--- config.mk ---
export PLATFORM = sky130hd
export DESIGN_NAME = dll_tap_ctrl_flat
export DESIGN_NICKNAME = d
export VERILOG_FILES = /design/src/rtl/dll_tap_ctrl_pkg.sv /design/src/rtl/dll_tap_ctrl_if.sv /design/src/rtl/dll_therm_decode.sv /design/src/rtl/dll_tap_ctrl.sv /design/src/flat_wrapper.sv
export SDC_FILE = /design/constraint.sdc
export NUM_CORES = 1
export LEC_CHECK = 0
export CAP_MARGIN = 0
export CORE_MARGIN = 2
export CORE_UTILIZATION = 40
export DETAILED_ROUTE_END_ITERATION = 10
export PLACE_DENSITY = 0.66
export SYNTH_ARGS = -nofsm -noshare
export SYNTH_HDL_FRONTEND = slang
export SYNTH_SLANG_ARGS = --single-unit
--- constraint.sdc ---
create_clock -name HCLK -period 5.5 [get_ports HCLK]
set_clock_uncertainty 0.2 [all_clocks]
set_input_delay 1.1 -clock HCLK [delete_from_list [all_inputs] [get_ports HCLK]]
set_output_delay 1.1 -clock HCLK [all_outputs]
set_load 0.01 [all_outputs]
--- src/rtl/dll_tap_ctrl_pkg.sv ---
// Shared types for the DLL tap controller: FSM states and step-direction encoding.
package dll_tap_ctrl_pkg;

    typedef enum logic [1:0] {
        ST_IDLE   = 2'd0,
        ST_SETTLE = 2'd1,
        ST_ACQ    = 2'd2,
        ST_LOCKED = 2'd3
    } state_e;

    // DIR_NONE marks "no step taken since start", so the first step is neither
    // a reversal nor a same-direction step.
    typedef enum logic [1:0] {
        DIR_NONE = 2'd0,
        DIR_UP   = 2'd1,
        DIR_DOWN = 2'd2
    } dir_e;

endpackage

--- src/rtl/dll_tap_ctrl_if.sv ---
// Control/status bundle between the PHY clocking logic and the DLL tap controller.
interface dll_tap_ctrl_if #(
    parameter int NUM_TAPS = 64
);
    localparam int CODE_W = $clog2(NUM_TAPS);

    logic                start;
    logic                pd_late;
    logic                ovr_en;
    logic [CODE_W-1:0]   ovr_code;
    logic [CODE_W-1:0]   tap_code;
    logic [NUM_TAPS-1:0] sel_n;
    logic [NUM_TAPS-1:0] en;
    logic                locked;
    logic                sat;

    modport master (
        output start, pd_late, ovr_en, ovr_code,
        input  tap_code, sel_n, en, locked, sat
    );

    modport slave (
        input  start, pd_late, ovr_en, ovr_code,
        output tap_code, sel_n, en, locked, sat
    );

endinterface

--- src/rtl/dll_therm_decode.sv ---
// Tap code to delay-chain controls: sel_n is a thermometer (i < code), en also
// enables the turnaround element itself (i <= code). Purely combinational.
module dll_therm_decode #(
    parameter int NUM_TAPS = 64,
    parameter int CODE_W   = $clog2(NUM_TAPS)
) (
    input  logic [CODE_W-1:0]   code,
    output logic [NUM_TAPS-1:0] sel_n,
    output logic [NUM_TAPS-1:0] en
);

    // Bit i of ones_shl is set exactly for i >= code.
    logic [NUM_TAPS-1:0] ones_shl;

    assign ones_shl = {NUM_TAPS{1'b1}} << code;

    for (genvar gi = 0; gi < NUM_TAPS; gi++) begin : g_tap
        assign sel_n[gi] = ~ones_shl[gi];
        assign en[gi]    = ~ones_shl[gi] | (code == CODE_W'(gi));
    end

endmodule

--- src/rtl/dll_tap_ctrl.sv ---
// Closed-loop DLL tap controller: synchronizes the phase-detector decision,
// filters it into up/down votes, steps the tap code and tracks lock.
module dll_tap_ctrl
    import dll_tap_ctrl_pkg::*;
#(
    parameter int NUM_TAPS   = 64,
    parameter int INIT_CODE  = 32,
    parameter int FILT_TH    = 4,
    parameter int SETTLE_CYC = 8,
    parameter int LOCK_CNT   = 4
) (
    input  logic          HCLK,
    input  logic          HRESETn,
    dll_tap_ctrl_if.slave bus
);

    localparam int CODE_W = $clog2(NUM_TAPS);
    localparam int ACC_W  = $clog2(FILT_TH) + 2;
    localparam int SET_W  = $clog2(SETTLE_CYC + 1);
    localparam int LCK_W  = $clog2(LOCK_CNT + 1);

    localparam logic [CODE_W-1:0]       MAX_CODE    = CODE_W'(NUM_TAPS - 1);
    localparam logic [CODE_W-1:0]       INIT_C      = CODE_W'(INIT_CODE);
    localparam logic signed [ACC_W-1:0] TH_POS      = ACC_W'(FILT_TH);
    localparam logic signed [ACC_W-1:0] TH_NEG      = ACC_W'(-FILT_TH);
    localparam logic [SET_W-1:0]        SETTLE_LAST = SET_W'(SETTLE_CYC - 1);
    localparam logic [LCK_W-1:0]        LOCK_MAX    = LCK_W'(LOCK_CNT);

    state_e                  state_q, state_d;
    dir_e                    last_dir_q, last_dir_d;
    logic [CODE_W-1:0]       code_q, code_d;
    logic [NUM_TAPS-1:0]     sel_n_q, sel_n_d, en_q, en_d, sel_rst, en_rst;
    logic                    locked_q, locked_d, sat_q, sat_d;
    logic signed [ACC_W-1:0] acc_q, acc_d, acc_inc;
    logic [SET_W-1:0]        settle_cnt_q, settle_cnt_d;
    logic [LCK_W-1:0]        rev_cnt_q, rev_cnt_d, same_cnt_q, same_cnt_d;
    logic [LCK_W-1:0]        rev_inc, same_inc;
    logic                    pd_meta_q, pd_s_q;
    logic [CODE_W-1:0]       ovr_clamped;
    logic                    step_req, at_limit;
    dir_e                    step_dir;

    // Override codes beyond the chain are only possible when NUM_TAPS is not a power of two.
    if (NUM_TAPS == (1 << CODE_W)) begin : g_no_clamp
        assign ovr_clamped = bus.ovr_code;
    end else begin : g_clamp
        assign ovr_clamped = (bus.ovr_code > MAX_CODE) ? MAX_CODE : bus.ovr_code;
    end

    // Outputs are decoded from the next code so they update on the same edge as tap_code.
    dll_therm_decode #(.NUM_TAPS(NUM_TAPS), .CODE_W(CODE_W)) u_dec (
        .code  (code_d),
        .sel_n (sel_n_d),
        .en    (en_d)
    );

    // Constant decode of the reset code, used as the flop reset value.
    dll_therm_decode #(.NUM_TAPS(NUM_TAPS), .CODE_W(CODE_W)) u_dec_rst (
        .code  (INIT_C),
        .sel_n (sel_rst),
        .en    (en_rst)
    );

    // Two-flop synchronizer for the asynchronous phase-detector output.
    always_ff @(posedge HCLK or negedge HRESETn) begin
        if (!HRESETn) begin
            pd_meta_q <= 1'b0;
            pd_s_q    <= 1'b0;
        end else begin
            pd_meta_q <= bus.pd_late;
            pd_s_q    <= pd_meta_q;
        end
    end

    // Vote filter outcome and saturating counter increments for this cycle.
    always_comb begin
        acc_inc  = pd_s_q ? (acc_q - ACC_W'(1)) : (acc_q + ACC_W'(1));
        step_req = (acc_inc == TH_POS) || (acc_inc == TH_NEG);
        step_dir = (acc_inc == TH_POS) ? DIR_UP : DIR_DOWN;
        at_limit = (step_dir == DIR_UP) ? (code_q == MAX_CODE) : (code_q == '0);
        rev_inc  = (rev_cnt_q == LOCK_MAX) ? rev_cnt_q : rev_cnt_q + LCK_W'(1);
        same_inc = (same_cnt_q == LOCK_MAX) ? same_cnt_q : same_cnt_q + LCK_W'(1);
    end

    // FSM next state, code stepping, lock tracking and saturation flag.
    always_comb begin
        state_d      = state_q;
        last_dir_d   = last_dir_q;
        code_d       = code_q;
        locked_d     = locked_q;
        sat_d        = sat_q;
        acc_d        = acc_q;
        settle_cnt_d = settle_cnt_q;
        rev_cnt_d    = rev_cnt_q;
        same_cnt_d   = same_cnt_q;
        if (bus.ovr_en) begin
            code_d   = ovr_clamped;
            locked_d = 1'b0;
            state_d  = ST_IDLE;
        end else if (bus.start) begin
            code_d       = INIT_C;
            sat_d        = 1'b0;
            locked_d     = 1'b0;
            rev_cnt_d    = '0;
            same_cnt_d   = '0;
            last_dir_d   = DIR_NONE;
            acc_d        = '0;
            settle_cnt_d = '0;
            state_d      = ST_SETTLE;
        end else begin
            case (state_q)
                ST_IDLE: state_d = ST_IDLE;
                ST_SETTLE: begin
                    acc_d = '0;
                    if (settle_cnt_q == SETTLE_LAST) begin
                        settle_cnt_d = '0;
                        state_d      = locked_q ? ST_LOCKED : ST_ACQ;
                    end else begin
                        settle_cnt_d = settle_cnt_q + SET_W'(1);
                    end
                end
                ST_ACQ, ST_LOCKED: begin
                    acc_d = acc_inc;
                    if (step_req) begin
                        acc_d = '0;
                        if (at_limit) begin
                            // End of chain: flag it and keep voting at the same code.
                            sat_d = 1'b1;
                        end else begin
                            code_d       = (step_dir == DIR_UP) ? code_q + CODE_W'(1)
                                                                : code_q - CODE_W'(1);
                            state_d      = ST_SETTLE;
                            settle_cnt_d = '0;
                            last_dir_d   = step_dir;
                            if (last_dir_q != DIR_NONE) begin
                                if (step_dir != last_dir_q) begin
                                    rev_cnt_d  = rev_inc;
                                    same_cnt_d = '0;
                                end else begin
                                    same_cnt_d = same_inc;
                                    rev_cnt_d  = '0;
                                end
                            end
                            if (rev_cnt_d == LOCK_MAX) begin
                                locked_d = 1'b1;
                            end
                            if (state_q == ST_LOCKED && same_cnt_d == LOCK_MAX) begin
                                locked_d  = 1'b0;
                                rev_cnt_d = '0;
                            end
                        end
                    end
                end
                default: state_d = ST_IDLE;
            endcase
        end
    end

    // Controller state registers; outputs return to the reset decode asynchronously.
    always_ff @(posedge HCLK or negedge HRESETn) begin
        if (!HRESETn) begin
            state_q      <= ST_IDLE;
            last_dir_q   <= DIR_NONE;
            code_q       <= INIT_C;
            sel_n_q      <= sel_rst;
            en_q         <= en_rst;
            locked_q     <= 1'b0;
            sat_q        <= 1'b0;
            acc_q        <= '0;
            settle_cnt_q <= '0;
            rev_cnt_q    <= '0;
            same_cnt_q   <= '0;
        end else begin
            state_q      <= state_d;
            last_dir_q   <= last_dir_d;
            code_q       <= code_d;
            sel_n_q      <= sel_n_d;
            en_q         <= en_d;
            locked_q     <= locked_d;
            sat_q        <= sat_d;
            acc_q        <= acc_d;
            settle_cnt_q <= settle_cnt_d;
            rev_cnt_q    <= rev_cnt_d;
            same_cnt_q   <= same_cnt_d;
        end
    end

    assign bus.tap_code = code_q;
    assign bus.sel_n    = sel_n_q;
    assign bus.en       = en_q;
    assign bus.locked   = locked_q;
    assign bus.sat      = sat_q;

endmodule

--- src/flat_wrapper.sv ---
// flat-port wrapper written by rule: the top's interface ports become plain ports
module dll_tap_ctrl_flat import dll_tap_ctrl_pkg::*;
#(
    parameter int NUM_TAPS   = 64,
    parameter int INIT_CODE  = 32,
    parameter int FILT_TH    = 4,
    parameter int SETTLE_CYC = 8,
    parameter int LOCK_CNT   = 4
)
  (HCLK, HRESETn, bus_start, bus_pd_late, bus_ovr_en, bus_ovr_code, bus_tap_code, bus_sel_n, bus_en, bus_locked, bus_sat);
  dll_tap_ctrl_if #(.NUM_TAPS(NUM_TAPS)) bus_i ();
  input  logic HCLK;
  input  logic HRESETn;
  input wire logic [$bits(bus_i.start)-1:0] bus_start;
  input wire logic [$bits(bus_i.pd_late)-1:0] bus_pd_late;
  input wire logic [$bits(bus_i.ovr_en)-1:0] bus_ovr_en;
  input wire logic [$bits(bus_i.ovr_code)-1:0] bus_ovr_code;
  output wire logic [$bits(bus_i.tap_code)-1:0] bus_tap_code;
  output wire logic [$bits(bus_i.sel_n)-1:0] bus_sel_n;
  output wire logic [$bits(bus_i.en)-1:0] bus_en;
  output wire logic [$bits(bus_i.locked)-1:0] bus_locked;
  output wire logic [$bits(bus_i.sat)-1:0] bus_sat;
  assign bus_i.start = bus_start;
  assign bus_i.pd_late = bus_pd_late;
  assign bus_i.ovr_en = bus_ovr_en;
  assign bus_i.ovr_code = bus_ovr_code;
  assign bus_tap_code = bus_i.tap_code;
  assign bus_sel_n = bus_i.sel_n;
  assign bus_en = bus_i.en;
  assign bus_locked = bus_i.locked;
  assign bus_sat = bus_i.sat;
  dll_tap_ctrl #(.NUM_TAPS(NUM_TAPS), .INIT_CODE(INIT_CODE), .FILT_TH(FILT_TH), .SETTLE_CYC(SETTLE_CYC), .LOCK_CNT(LOCK_CNT)) u_core (.HCLK(HCLK), .HRESETn(HRESETn), .bus(bus_i));
endmodule
==> results.txt <==
The run finished with clean final reports. The clock tree buffer depth came out at 2. The detailed router finished its first iteration with 256 violations. The worst setup path is of the reg -> reg kind.

The final number of max-transition violations is 0. The number of nets still failing antenna checks after routing came out at 0. Power comes to 2.909 mW. The average instance area after synthesis is 11.57 µm². Broken down by cell family, the worst path's largest delay share belongs to compound AO/OA/AOI/OAI gates. The total of warnings raised by yosys is 0.

Routability-driven placement finished with a final weighted congestion of 0.9070. The maximum number of pins on one net before global-route repair came out at 117. The critical path goes through ha_1 > a21oi_1 > a21oi_2 > o21ai_2 > ha_1 > a211oi_1 > o21ai_0 > a21oi_1 > mux2i_1 > xnor2_1 > o22ai_4 > buf_4 > a21oi_1.

The number of nets in the layout came out at 707. The number of hold buffers added after CTS is 0. The top cell types in the final layout, fill and taps aside, are clkdlybuf4s50_1 (144), dfrtp_1 (89), dfstp_2 (65). The total number of vias is 4,732. The die extent in x came out at 129.5 µm. The count of input and output buffers came out at 145. The slowest stage of the critical path belongs to the cell o21ai_2. The number of flops mapped to enable cells by yosys is 0.

The async set-reset flop share out of synthesis is 100.0%. The count of H-tree levels built during CTS came out at 4. The type of destination of the critical path is a flip-flop.

The number of clock buffers added by TritonCTS is 17. The number of sinks handled by clock tree synthesis came out at between 150 and 200. The number of global-route vias before repair was roughly 4,700.

The number of antenna violations at the first check in global routing is 0. The register bit total from synthesis came out at 154. The highest fanout seen on the critical path came out at 23. The transition at the pin with the smallest max-transition slack came out at slightly above 1 ns. The maximum resistive drop on vdd is 220.6 µV. When the netlist entered floorplanning its net count stood at 570. The achievable frequency is 223.6 MHz.

The final setup violation count is 0. The worst-case reg-to-reg path depth is 13. The path with the worst hold slack has its endpoint at u_core.pd_s_q. The element type at the critical path start is a flip-flop. The area overhead of the layout relative to synthesis came out at 35.35%. The worst path buffer plus inverter count is 1. The final critical path time including I/O delays and setup is 4.472 ns.

The cell area reported after detailed placement came out at 7928 µm². In this run the power density over the cells is 341.0 nW/µm². The routed length per placed instance came out at 17.56 µm. The clock transition at the registers of the reported paths is 0.06 ns.

The cell at the root of the clock tree is clkbuf_16. The cell occurring most often along the worst timing path is a21oi_1. The total I/O pin count is 147. The starting density of the core is 41.16%. At the later pin of the worst-skew pair, clock insertion delay measures 0.42 ns. The critical register-to-register path startpoint is u_core.pd_s_q. The floorplan has 45 rows. Setup repair after global routing left no endpoint under its margin. For this run the aggregate overflow at the end of global routing stands at 0. The cell count after placement is 874. The worst-case register-to-register setup slack came out at 1.03 ns.

The final period utilization came out at 81.31%. The post-synthesis cell count came out at 545. The worst hold slack is 0.1566 ns.

Among all flip-flop cells after synthesis, the most frequent one is dfrtp_1. The worst hold path begins at u_core.pd_meta_q. The post-route cell area is 8532 µm². The placeable core region came out at 15,310 µm². The layout has 1,307 filler cells. The detailed placer's ending HPWL came out at 11.26 mm. The total wirelength of the detailed-routed design is 15.91 mm. The tool flagged a number of max-cap violations equal to 0.

After synthesis the cells add up to 6304 µm². Summed over all cells, the static leakage comes to around 3.5 nW. The netlist uses 67 different library cells. In this run, post-CTS repair resized a total of 0 instances. The antenna diode count is 0.

The most frequent standard cell in the layout excluding fill and tap cells is clkdlybuf4s50_1. The height of the die came out at approximately 130 µm. The number of buffers inserted by post-CTS setup repair came out at 0. The share of post-route cells with drive strength above 1 is a little under a fifth. The sequential cell area fraction in the yosys report is 62.43%. Global routing consumed, over all layers together, 19.86% of the routing resources. The final hold violation count is 0. The detail-routed via count per cell is 5.223.

For the worst setup path, the data required time is 5.58 ns. In this run the worst hold path is classified as reg -> reg. The setup total negative slack came out at 0 ns. The largest single stage delay on the critical path is roughly 0.5 ns. The number of iterations in the first detailed-routing pass is 4.

The die outline area is ~17,000 µm². The remaining routing DRC violations came out at 0. The worst register-to-register path ends at u_core.bus.sel_n[34].

The number of non-filler instances in the completed layout came out at 906. The count of cells along the worst hold path came out at 0. The first global-routing pass estimated 25.50 mm of wire. The data arrival time of the critical path came out at 4.55 ns. TritonCTS built the clock tree.

The relative slew slack is a little under a third.
stage by stage:
stage          util [%]  worst slack [ns]
2_1_floorplan         -             1.626
3_5_place_dp      51.76             1.023
3_3_place_gp      51.76             1.177
4_1_cts           55.71             1.019
6_report          55.71             1.028
5_1_grt           55.71            0.6935
cell type report:
class                           count  area (µm²)  share of cell area (%)
Timing Repair Buffer              152        1518                   17.79
Tap cell                          211       264.0                   3.094
Sequential cell                   154        3935                   46.12
Clock inverter                     11       133.9                   1.569
Clock buffer                       21       470.5                   5.514
Multi-Input combinational cell    341        2148                   25.18
Inverter                           16       62.56                  0.7332
state kept, by name (all words and copies together), names as in the netlist:
name and count:
u_core.bus.en 64, u_core.bus.sel_n 63, u_core.bus.tap_code 5, u_core.acc_q 4, u_core.settle_cnt_q 4, u_core.rev_cnt_q 3
u_core.same_cnt_q 3, u_core.last_dir_q 2, u_core.state_q 2, u_core.bus.locked 1, u_core.bus.sat 1, u_core.pd_meta_q 1
u_core.pd_s_q 1
kinds of logic (layout without fill, tap and decap cells):
family | after synthesis | after routing | share of synthesized area (%)
and+or+nand+nor | 170 | 170 | 14.07
xor gates and xnor gates | 6 | 6 | 0.8338
buffers and inverters | 50 | 200 | 3.712
adders and majority gates | 14 | 14 | 3.017
other | 2 | 2 | 0.1191
muxes | 5 | 5 | 0.8138
AOI/OAI and AO/OA | 144 | 144 | 15.01
DFF | 154 | 154 | 62.43
power by group:
part / switching [mW] / internal [mW]
combinational: 0.246 / 0.201
sequential: 0.0458 / 1.24
clock: 0.461 / 0.712
per-layer routing:
layer / GRT usage [%] / routed length, µm / up-vias
met3: 4.913 / 902 / 26
met4: 7.527 / 377 / 0
met2: 32.26 / 7873 / 152
met1: 25.93 / 6752 / 2345
li1: - / - / 2209
met5: 0 / 0 / -
synthesized netlist by cell type (all sizes together), types with 2 or more instances:
cell	count	share of area, %
a211oi	13	1.5
a21o	4	0.48
a21oi	40	3.2
a31oi	4	0.50
and2	4	0.40
and3	3	0.30
buf	17	1.7
clkbuf	17	1.0
conb	2	0.12
dfrtp	89	35
dfstp	65	27
fa	2	0.64
ha	12	2.4
inv	16	0.99
mux2i	4	0.64
nand2	43	2.6
nand2b	3	0.30
nand3	35	3.1
nand3b	3	0.36
nand4	5	0.50
nor2	26	1.7
nor2b	3	0.30
nor3	34	3.2
nor4	3	0.40
nor4b	2	0.28
o2111ai	3	0.42
o211ai	11	1.5
o21ai	47	4.0
o22ai	3	0.30
o31ai	7	0.83
or2	3	0.30
or3	2	0.28
xnor2	3	0.42
xor2	3	0.42
worst register-to-register path: cells and delay by family, from the launching register on:
kind	cells	cell delay, ns
multiplexers	1	0.28
buffers and inverters	1	0.37
adder cells (fa/ha/maj)	2	0.73
flip-flops	1	0.47
AO/OA/AOI/OAI	8	2.15
XOR/XNOR	1	0.13
how the worst max path moves through the flow:
stage	start	end	slack [ns]	cells past startpoint
4_1_cts	u_core.pd_s_q	u_core.bus.sel_n[34]	1.02	13
6_report	u_core.pd_s_q	u_core.bus.sel_n[34]	1.03	13
3_3_place_gp	u_core.pd_s_q	u_core.bus.en[56]	1.18	13
3_5_place_dp	u_core.pd_s_q	u_core.bus.sel_n[44]	1.02	13
5_1_grt	u_core.pd_s_q	u_core.bus.sel_n[34]	0.69	13
2_1_floorplan	u_core.pd_s_q	u_core.bus.en[36]	1.63	14
(Power assumes the default switching activity.)
